==> src/rtl/ramctrl_pkg.sv <==
// ---------------------------------------------------------------------------
// ramctrl_pkg -- constants shared by the RAM controller and its users.
//   ADDRESS_WIDTH : width of byte addresses on every request port and the RAM
//   ID_WIDTH      : width of an instruction word returned to the i-cache
//   LEN_*         : LSB access-length encodings (3 is treated as a word)
//   len_to_bytes  : converts a length encoding into a byte count (1/2/4)
// ---------------------------------------------------------------------------
package ramctrl_pkg;

  localparam int ADDRESS_WIDTH = 32;
  localparam int ID_WIDTH      = 32;

  localparam logic [1:0] LEN_BYTE = 2'd0;
  localparam logic [1:0] LEN_HALF = 2'd1;
  localparam logic [1:0] LEN_WORD = 2'd2;

  function automatic logic [2:0] len_to_bytes(input logic [1:0] len);
    case (len)
      LEN_BYTE: return 3'd1;
      LEN_HALF: return 3'd2;
      default:  return 3'd4;  // LEN_WORD and the unused code 3
    endcase
  endfunction

endpackage

==> src/rtl/ramctrl.sv <==
// ---------------------------------------------------------------------------
// ramctrl -- arbitrates i-cache fetches and LSB loads/stores onto a byte-wide
// synchronous RAM (one cycle read latency). The LSB wins when both requesters
// are pending; a transfer in flight is never preempted.
//
// Ports
//   clk_in, rst_in (sync, active-high), rdy_in (global enable / freeze)
//   icache_ramctrl_en_in/_addr_in        : fetch request (always 4-byte read)
//   ramctrl_icache_inst_rdy_out/_inst_out: fetch-done pulse and word
//   lsb_ramctrl_en_in/_rw_in/_addr_in/_len_in/_data_in : data request
//   ramctrl_lsb_rdy_out/_data_out        : data-done pulse and load word
//   mem_din_in, mem_dout_out, mem_a_out, mem_wr_out : RAM port
//   io_buffer_full_in                    : IO back-pressure
//
// Build option: define RAMCTRL_IO_STALL_EN to hold off LSB writes to the IO
// window (addr[17:16] == 2'b11) while io_buffer_full_in is high. Without it
// io_buffer_full_in is ignored.
// ---------------------------------------------------------------------------
module ramctrl
  import ramctrl_pkg::*;
(
  input  logic                     clk_in,
  input  logic                     rst_in,
  input  logic                     rdy_in,
  input  logic                     icache_ramctrl_en_in,
  input  logic [ADDRESS_WIDTH-1:0] icache_ramctrl_addr_in,
  output logic                     ramctrl_icache_inst_rdy_out,
  output logic [ID_WIDTH-1:0]      ramctrl_icache_inst_inst_out,
  input  logic                     lsb_ramctrl_en_in,
  input  logic                     lsb_ramctrl_rw_in,
  input  logic [ADDRESS_WIDTH-1:0] lsb_ramctrl_addr_in,
  input  logic [1:0]               lsb_ramctrl_len_in,
  input  logic [31:0]              lsb_ramctrl_data_in,
  output logic                     ramctrl_lsb_rdy_out,
  output logic [31:0]              ramctrl_lsb_data_out,
  input  logic [7:0]               mem_din_in,
  output logic [7:0]               mem_dout_out,
  output logic [ADDRESS_WIDTH-1:0] mem_a_out,
  output logic                     mem_wr_out,
  input  logic                     io_buffer_full_in
);

  typedef enum logic [1:0] {
    S_IDLE  = 2'd0,
    S_READ  = 2'd1,
    S_WRITE = 2'd2,
    S_DONE  = 2'd3
  } state_e;

  state_e                   r_state;
  state_e                   w_state_nxt;
  logic [ADDRESS_WIDTH-1:0] r_addr;
  logic [2:0]               r_nbytes;   // transfer length in bytes (1/2/4)
  logic [2:0]               r_cnt;      // enabled cycles spent in READ/WRITE
  logic                     r_is_lsb;
  logic [31:0]              r_wdata;
  logic [31:0]              r_buf;      // read bytes assembled so far

  logic                     w_lsb_go;
  logic                     w_icache_go;
  logic                     w_read_last;
  logic                     w_write_last;
  logic [2:0]               w_cap_idx;
  logic [31:0]              w_read_word;

`ifdef RAMCTRL_IO_STALL_EN
  assign w_lsb_go = lsb_ramctrl_en_in &&
                    !(lsb_ramctrl_rw_in && (lsb_ramctrl_addr_in[17:16] == 2'b11) &&
                      io_buffer_full_in);
`else
  logic w_unused_io_full;
  assign w_unused_io_full = io_buffer_full_in;
  assign w_lsb_go         = lsb_ramctrl_en_in;
`endif
  assign w_icache_go = icache_ramctrl_en_in && !w_lsb_go;

  // RAM data lags the address by one cycle, so in READ cycle r_cnt the byte
  // on mem_din_in belongs to address index r_cnt-1.
  assign w_cap_idx    = r_cnt - 3'd1;
  assign w_read_word  = r_buf | (32'(mem_din_in) << {w_cap_idx, 3'b000});
  assign w_read_last  = (r_state == S_READ)  && (r_cnt == r_nbytes);
  assign w_write_last = (r_state == S_WRITE) && (r_cnt == r_nbytes - 3'd1);

  // NOTE: every output of this block gets a default before the case, so no
  // path leaves a signal unassigned and no latch is inferred.
  always_comb begin
    w_state_nxt  = r_state;
    mem_a_out    = '0;
    mem_dout_out = '0;
    mem_wr_out   = 1'b0;
    case (r_state)
      S_IDLE: begin
        if (w_lsb_go)         w_state_nxt = lsb_ramctrl_rw_in ? S_WRITE : S_READ;
        else if (w_icache_go) w_state_nxt = S_READ;
      end
      S_READ: begin
        // The final READ cycle only captures; no address is driven then.
        if (r_cnt < r_nbytes) mem_a_out = r_addr + ADDRESS_WIDTH'(r_cnt);
        if (w_read_last)      w_state_nxt = S_DONE;
      end
      S_WRITE: begin
        mem_a_out    = r_addr + ADDRESS_WIDTH'(r_cnt);
        mem_dout_out = r_wdata[{r_cnt[1:0], 3'b000} +: 8];
        // Gated so a frozen controller never repeats a byte into RAM.
        mem_wr_out   = rdy_in;
        if (w_write_last) w_state_nxt = S_DONE;
      end
      S_DONE:  w_state_nxt = S_IDLE;
      default: w_state_nxt = S_IDLE;
    endcase
  end

  // NOTE: state is updated with non-blocking assignments so every register
  // samples pre-edge values regardless of statement order.
  always_ff @(posedge clk_in) begin
    if (rst_in) begin
      r_state                      <= S_IDLE;
      r_addr                       <= '0;
      r_nbytes                     <= '0;
      r_cnt                        <= '0;
      r_is_lsb                     <= 1'b0;
      r_wdata                      <= '0;
      r_buf                        <= '0;
      ramctrl_icache_inst_rdy_out  <= 1'b0;
      ramctrl_icache_inst_inst_out <= '0;
      ramctrl_lsb_rdy_out          <= 1'b0;
      ramctrl_lsb_data_out         <= '0;
    end else if (rdy_in) begin
      r_state                     <= w_state_nxt;
      ramctrl_icache_inst_rdy_out <= 1'b0;
      ramctrl_lsb_rdy_out         <= 1'b0;
      case (r_state)
        S_IDLE: begin
          r_cnt <= '0;
          r_buf <= '0;
          if (w_lsb_go) begin
            r_addr   <= lsb_ramctrl_addr_in;
            r_nbytes <= len_to_bytes(lsb_ramctrl_len_in);
            r_is_lsb <= 1'b1;
            r_wdata  <= lsb_ramctrl_data_in;
          end else if (w_icache_go) begin
            r_addr   <= icache_ramctrl_addr_in;
            r_nbytes <= 3'd4;
            r_is_lsb <= 1'b0;
            r_wdata  <= '0;
          end
        end
        S_READ: begin
          r_cnt <= r_cnt + 3'd1;
          if (r_cnt != 3'd0) r_buf <= w_read_word;
          if (w_read_last) begin
            if (r_is_lsb) begin
              ramctrl_lsb_rdy_out  <= 1'b1;
              ramctrl_lsb_data_out <= w_read_word;
            end else begin
              ramctrl_icache_inst_rdy_out  <= 1'b1;
              ramctrl_icache_inst_inst_out <= w_read_word;
            end
          end
        end
        S_WRITE: begin
          r_cnt <= r_cnt + 3'd1;
          if (w_write_last) ramctrl_lsb_rdy_out <= 1'b1;
        end
        S_DONE:  r_cnt <= '0;
        default: r_cnt <= '0;
      endcase
    end
  end

endmodule
==> config.mk <==
export PLATFORM = sky130hd
export DESIGN_NAME = ramctrl
export DESIGN_NICKNAME = d
export VERILOG_FILES = /design/src/rtl/ramctrl_pkg.sv /design/src/rtl/ramctrl.sv
export SDC_FILE = /design/constraint.sdc
export NUM_CORES = 1
export LEC_CHECK = 0
export CAP_MARGIN = 20
export CORE_MARGIN = 3
export CORE_UTILIZATION = 43
export DETAILED_ROUTE_END_ITERATION = 10
export PLACE_DENSITY = 0.76
export SYNTH_ARGS = -nofsm -noshare
export SYNTH_HDL_FRONTEND = slang
export SYNTH_SLANG_ARGS = --single-unit
==> constraint.sdc <==
create_clock -name clk_in -period 3.21 [get_ports clk_in]
set_input_delay 0.963 -clock clk_in [delete_from_list [all_inputs] [get_ports clk_in]]
set_output_delay 0.963 -clock clk_in [all_outputs]
set_load 0.05 [all_outputs]
* Word level (Yosys, flattened, before mapping)
Cells that the tools add are included.
** Cells by class
- Add/sub/neg operators :: 4
- $lt $le $gt $ge :: 1
- Equality and inequality tests :: 10
- Shifts and indexed selects :: 2
- Muxes and demuxes :: 29
- Bitwise gates (word level) :: 2
- Reduce and logical (&&, ||, !) cells :: 16
** Operators with widths (number)
- 32-bit two-way mux :: 6
- 32-bit case mux with 2 select lines :: 2
- 32-bit by 3-bit adder with 32-bit output :: 1
- 32-bit bitwise OR :: 1
- 32-bit by 6-bit variable part select with 8-bit output :: 1
- 8-bit by 6-bit << shifter with 32-bit output :: 1
- 3-bit case mux with 2 select lines :: 2
- 4-bit AND reduction :: 3
- 2-bit two-way mux :: 5
- 1-bit two-way mux :: 9
- 8-bit two-way mux :: 1
- 2-bit case mux with 4 select lines :: 1
- 3-bit equality test :: 2
- 3-bit two-way mux :: 2
- 3-bit AND reduction :: 2
- 3-bit by 1-bit subtractor with 3-bit output (second input constant) :: 2
- 2-bit by 1-bit equality test with 1-bit output (second input constant) :: 2
- 2-bit equality test (second input constant) :: 2
- 2-bit zero test :: 2
- 2-bit inequality test (second input constant) :: 2
- 2-bit nonzero test :: 2
- 2-bit OR reduction :: 2
- 3-bit by 1-bit adder with 3-bit output (second input constant) :: 1
- 1-bit logical AND :: 3
- 7 further kinds :: 7
** Word-level totals
- Bits in registers :: 171
- Output and inout bits :: 107
- Logic and storage cells :: 75

* Longest topological paths before layout
- Depth in word-level cells :: 5
- Gate-level depth with buffers :: 8
- Gate-level depth less buffers :: 7

* Worst setup path after synthesis
Ideal clock, no wire load.
- Path type :: reg-to-output
- Start point :: register r_cnt[1]
- End point :: output port mem_a_out[24]
- Arrival :: 2.982 ns
- Required time :: 2.247 ns
- Setup slack :: -0.735 ns
- Stages on the path, launching flop included :: 9
- Cells stage by stage :: dfxtp_1 clkbuf_1 inv_1 fa_1 nor2b_1 o2111ai_1 clkbuf_1 or3_1 a21oi_1
** On the way
- Longest elaborated chain between the ends :: 3
- Elaborated cells between the ends (all ways) :: 4
- Those cells by class :: 1 x add/sub; 1 x order compare; 2 x mux
** Ends and longest elaborated chain
- start: declaration :: line ramctrl.sv:54 : logic [2:0] r_cnt;
- start signal: assignment :: line ramctrl.sv:149 : r_cnt <= r_cnt + 3'd1;
- start signal: assignment :: line ramctrl.sv:162 : r_cnt <= r_cnt + 3'd1;
- 32-bit by 3-bit adder with 32-bit output / 3-bit less-than comparator (equally long branches) :: line ramctrl.sv:98, ramctrl.sv:102
- 32-bit two-way mux :: line ramctrl.sv:98 : if (r_cnt < r_nbytes) mem_a_out = r_addr + ADDRESS_WIDTH'(r_cnt);
- 32-bit case mux with 2 select lines * :: line ramctrl.sv:91 : case (r_state)
- end: declaration :: line ramctrl.sv:38 : output logic [ADDRESS_WIDTH-1:0] mem_a_out,
Mark *: on every way between the ends. The rest lies on a longest branch, timed or not.

* Worst setup path in the final report
- Start point :: register r_addr[0]
- End point :: output port mem_a_out[30]
** On the way
- Longest elaborated chain between the ends :: 3
** Ends and longest elaborated chain
- start: declaration :: line ramctrl.sv:52 : logic [ADDRESS_WIDTH-1:0] r_addr;
- start signal: assignment :: line ramctrl.sv:137 : r_addr <= lsb_ramctrl_addr_in;
- start signal: assignment :: line ramctrl.sv:142 : r_addr <= icache_ramctrl_addr_in;
- 32-bit by 3-bit adder with 32-bit output * :: line ramctrl.sv:98, ramctrl.sv:102
- 32-bit two-way mux :: line ramctrl.sv:98
- 32-bit case mux with 2 select lines * :: line ramctrl.sv:91
Marks and branches as above.

==> impl_results.md <==
* Status: finished with violations
* Violated checks: setup timing
* Initial DRC count at 391
* CP max-delay cell: or4_4
* Synth-to-layout area growth at 53.8%
* Count leader, synth: dfxtp_1
* Power per Cell Area at 447 nW/um^2
* Core ar. at 17,300 sq um
* # nets final at 1,220
* Synth Register Bits at 171
* Crit path kind: flop to output pin
* Worst setup SP type: flop
* Clk Latency, worst-skew pair at 420 ps
* ANT nets after route at 0
* Worst Path Required at 2250 ps
* Worst path max stage delay at 490 ps
* YS warnings at 0
* Placement-stage cell area at 10,600 sq um
* TritonCTS clock tree: yes
* Hold_ws at 469 ps
* Number of buffers added on ports at 218
* Sw Share at 28.0%
* Final WL at 23.5 mm
* Primary FF master, synth: dfxtp_1
* Final max-slew violation count at 0
* Layout cells sized above 1 at 21.0%
* CTS clk-pin slew, worst paths at 60 ps
* Slack of the critical path at -337 ps
* Worst slew margin at 31.7%
* Die Y at 139 um
* Total GRT Usage at 23.2%
* EDFF count, synth at 0
* Max Cap Violations at 0
* DR WL/cell at 17.7 um
* Max Fclk at 282 MHz
* Top post-synthesis cells by area: dfxtp_1, a211oi_1, nor2_1
* Synth top area share at 44.9%
* I/O pins at 220
* Clock share of power at 37.6%
* DR pass1 iterations at 5
* Commonest cells in the synthesized netlist: dfxtp_1, nor2_1, a21oi_1, a211oi_1, clkbuf_1
* Hold Path Class: flop to flop
* Clk sink count at 171
* Net load switching power at 1470 uW
* Post-route clock period utilization at 110%
* Top Family by Delay on Critical Path: simple AND/OR/NAND/NOR gates
* Hold Fails Final Rpt at 0
* Worst VDD drop at 368 uV
* Cts bufs inserted at 17
* Seq/Total Area, Yosys at 44.9%
* Storage cell area at 3440 sq um
* Filler cells at 1,350
* Combinational share of power at 18.1%
* Cells along the critical path: ha_4, inv_2, fa_2, nor2b_4, o2111ai_4, buf_6, or4_4, a21oi_4, buf_12
* Synth Cell Area at 7620 sq um
* Via count at 7,379
* Final instance area at 11,700 sq um
* Initial antenna violation count at 0
* Die Span X at 139 um
* Mapped Cells at 874
* Hpwl dp at 15.7 mm
* Lkg Pwr at 0.00406 uW
* Multi-input logic area at 4360 sq um
* Setup crit end kind: output pin
* Vias in the first global route at 7,026
* # H-tree levels at 4
* Clock period minus worst slack at 3550 ps
* Starting Density at 44.1%
* CP bufs+invs at 3
* Cell Rows at 48
* RePlAce Congestion at 0.869
* Synthesized Nets at 1,002
* GR Overflow Total at 0
* Yosys top cell by area: dfxtp_1
* Worst slew pin tran at 1020 ps
* First-pass GRT wire length at 37.1 mm
* Internal Power at 3770 uW
* Mapped Avg Cell Area at 8.72 sq um
* Worst Path Arrival at 2580 ps
* Antenna cells at 0
* Drc violations at 0
* Skew final at 11.7 ps
* Crit-path max FO at 6
* RSZ-0062 raised after global routing: true
* Vias/cell at 5.55
* Pin count of the biggest net entering global routing at 115
* Clk root buf: clkbuf_16
* Synth async-reset ratio at 0%
* Pwr Total at 5240 uW
* Pre-CTS setup slack at -7.04 ps
* Distinct cells, synth at 47
* Final setup fails at 24
* Die area at 19,400 sq um
* Sequential Power Share at 44.3%
* Clock tree buffer depth at 2
==> placed cells by master, fill, tap and decap left out, types with 6 or more instances in the layout <==
cell type	netlist	routed
a211oi_1	78	77
a21oi_1	85	62
a21oi_4	0	20
a22oi_1	33	33
a31oi_1	32	32
and2_1	11	11
buf_12	0	32
buf_4	0	54
buf_6	0	10
clkbuf_16	0	19
clkdlybuf4s50_1	0	175
dfxtp_1	171	163
dfxtp_2	0	6
ha_1	14	11
inv_1	16	13
mux2i_1	32	32
mux4_2	8	8
nand2_1	17	16
nand3_1	11	11
nor2_1	155	150
nor2b_1	7	6
o21ai_0	34	31
o31ai_1	17	8
o31ai_2	0	8
or4_4	0	18
==> path summary, 6_finish.rpt <==
kind                                      endpoint      start  depth (start not counted)  slack [ps]
setup reg to reg  ramctrl_icache_inst_inst_out[20]   r_cnt[0]                          8         410
hold / removal                            r_buf[0]   r_buf[0]                          2         470
hold reg to reg                           r_buf[0]   r_buf[0]                          2         470
setup / recovery                     mem_a_out[30]  r_addr[0]                          9        -340
==> sequential cells by signal, summed over array words and instances (netlist names) <==
| name | flops |
|---|---|
| ramctrl_lsb_data_out | 32 |
| ramctrl_icache_inst_rdy_out | 1 |
| ramctrl_icache_inst_inst_out | 32 |
| r_buf | 32 |
| r_is_lsb | 1 |
| r_cnt | 3 |
| ramctrl_lsb_rdy_out | 1 |
| r_addr | 32 |
| r_wdata | 32 |
| r_state | 2 |
| r_nbytes | 3 |
==> layer usage <==
metal  up-vias  wire, um  share of wire (%)  track usage [%]
met3        21      1600                6.8             5.97
met4         0       265                1.1             5.46
met5         -         0                  0                0
li1       3638         -                  -                -
met1      3491      9850                 42             29.9
met2       229     11800                 50             39.3
==> area by class of cell <==
type	instances	share of cell area (%)
multi-input combinational	609	37.2
clock buffer	22	4.05
clock inverter	9	0.758
inverter	17	0.576
tap	225	2.40
timing repair buffer	276	25.7
sequential	171	29.3
==> through the flow <==
stage	TNS (ps)	std cells	util, %
6_report	-5160	1329	67.8
5_1_grt	-7310	1329	67.8
4_1_cts	-5670	1319	66.6
3_5_place_dp	-7.04	1280	61.2
3_3_place_gp	0	1280	61.2
2_1_floorplan	-229	874	-
==> power groups by stage <==
stage	Clock, uW	Combinational [uW]	Sequential, uW
final	1970	949	2320
after detailed placement	0	901	2360
after floorplan	0	424	2460
after global routing	2090	1030	2340
after global placement	0	887	2360
after CTS	2000	926	2320
==> worst register-to-register path, stage by stage, from the launching register on <==
cell and delay (ps):
dfxtp_4 360, buf_4 110, buf_12 150, clkinvlp_4 140
buf_4 160, ha_1 350, nor3_2 830, a21oi_1 310
a211oi_1 300
==> logic make-up after synthesis <==
group                      after synthesis  synth area share, %
adders and majority gates               15                 2.56
xor gates and xnor gates                 9                 1.23
DFF                                    171                 44.9
muxes                                   40                 6.57
buffers and inverters                   95                 4.88
AOI/OAI and AO/OA                      290                 24.2
and+or+nand+nor                        254                 15.6
==> timing repair <==
action / in CTS / in global routing
hold buffers: 0 / 0
resized for setup: 70 / 23
buffers inserted: 5 / 8
cloned: 3 / 2
endpoints found under the setup margin: 31 / 31
pin swaps: 29 / 13
Note: power is estimated with default switching activity, not from simulation.
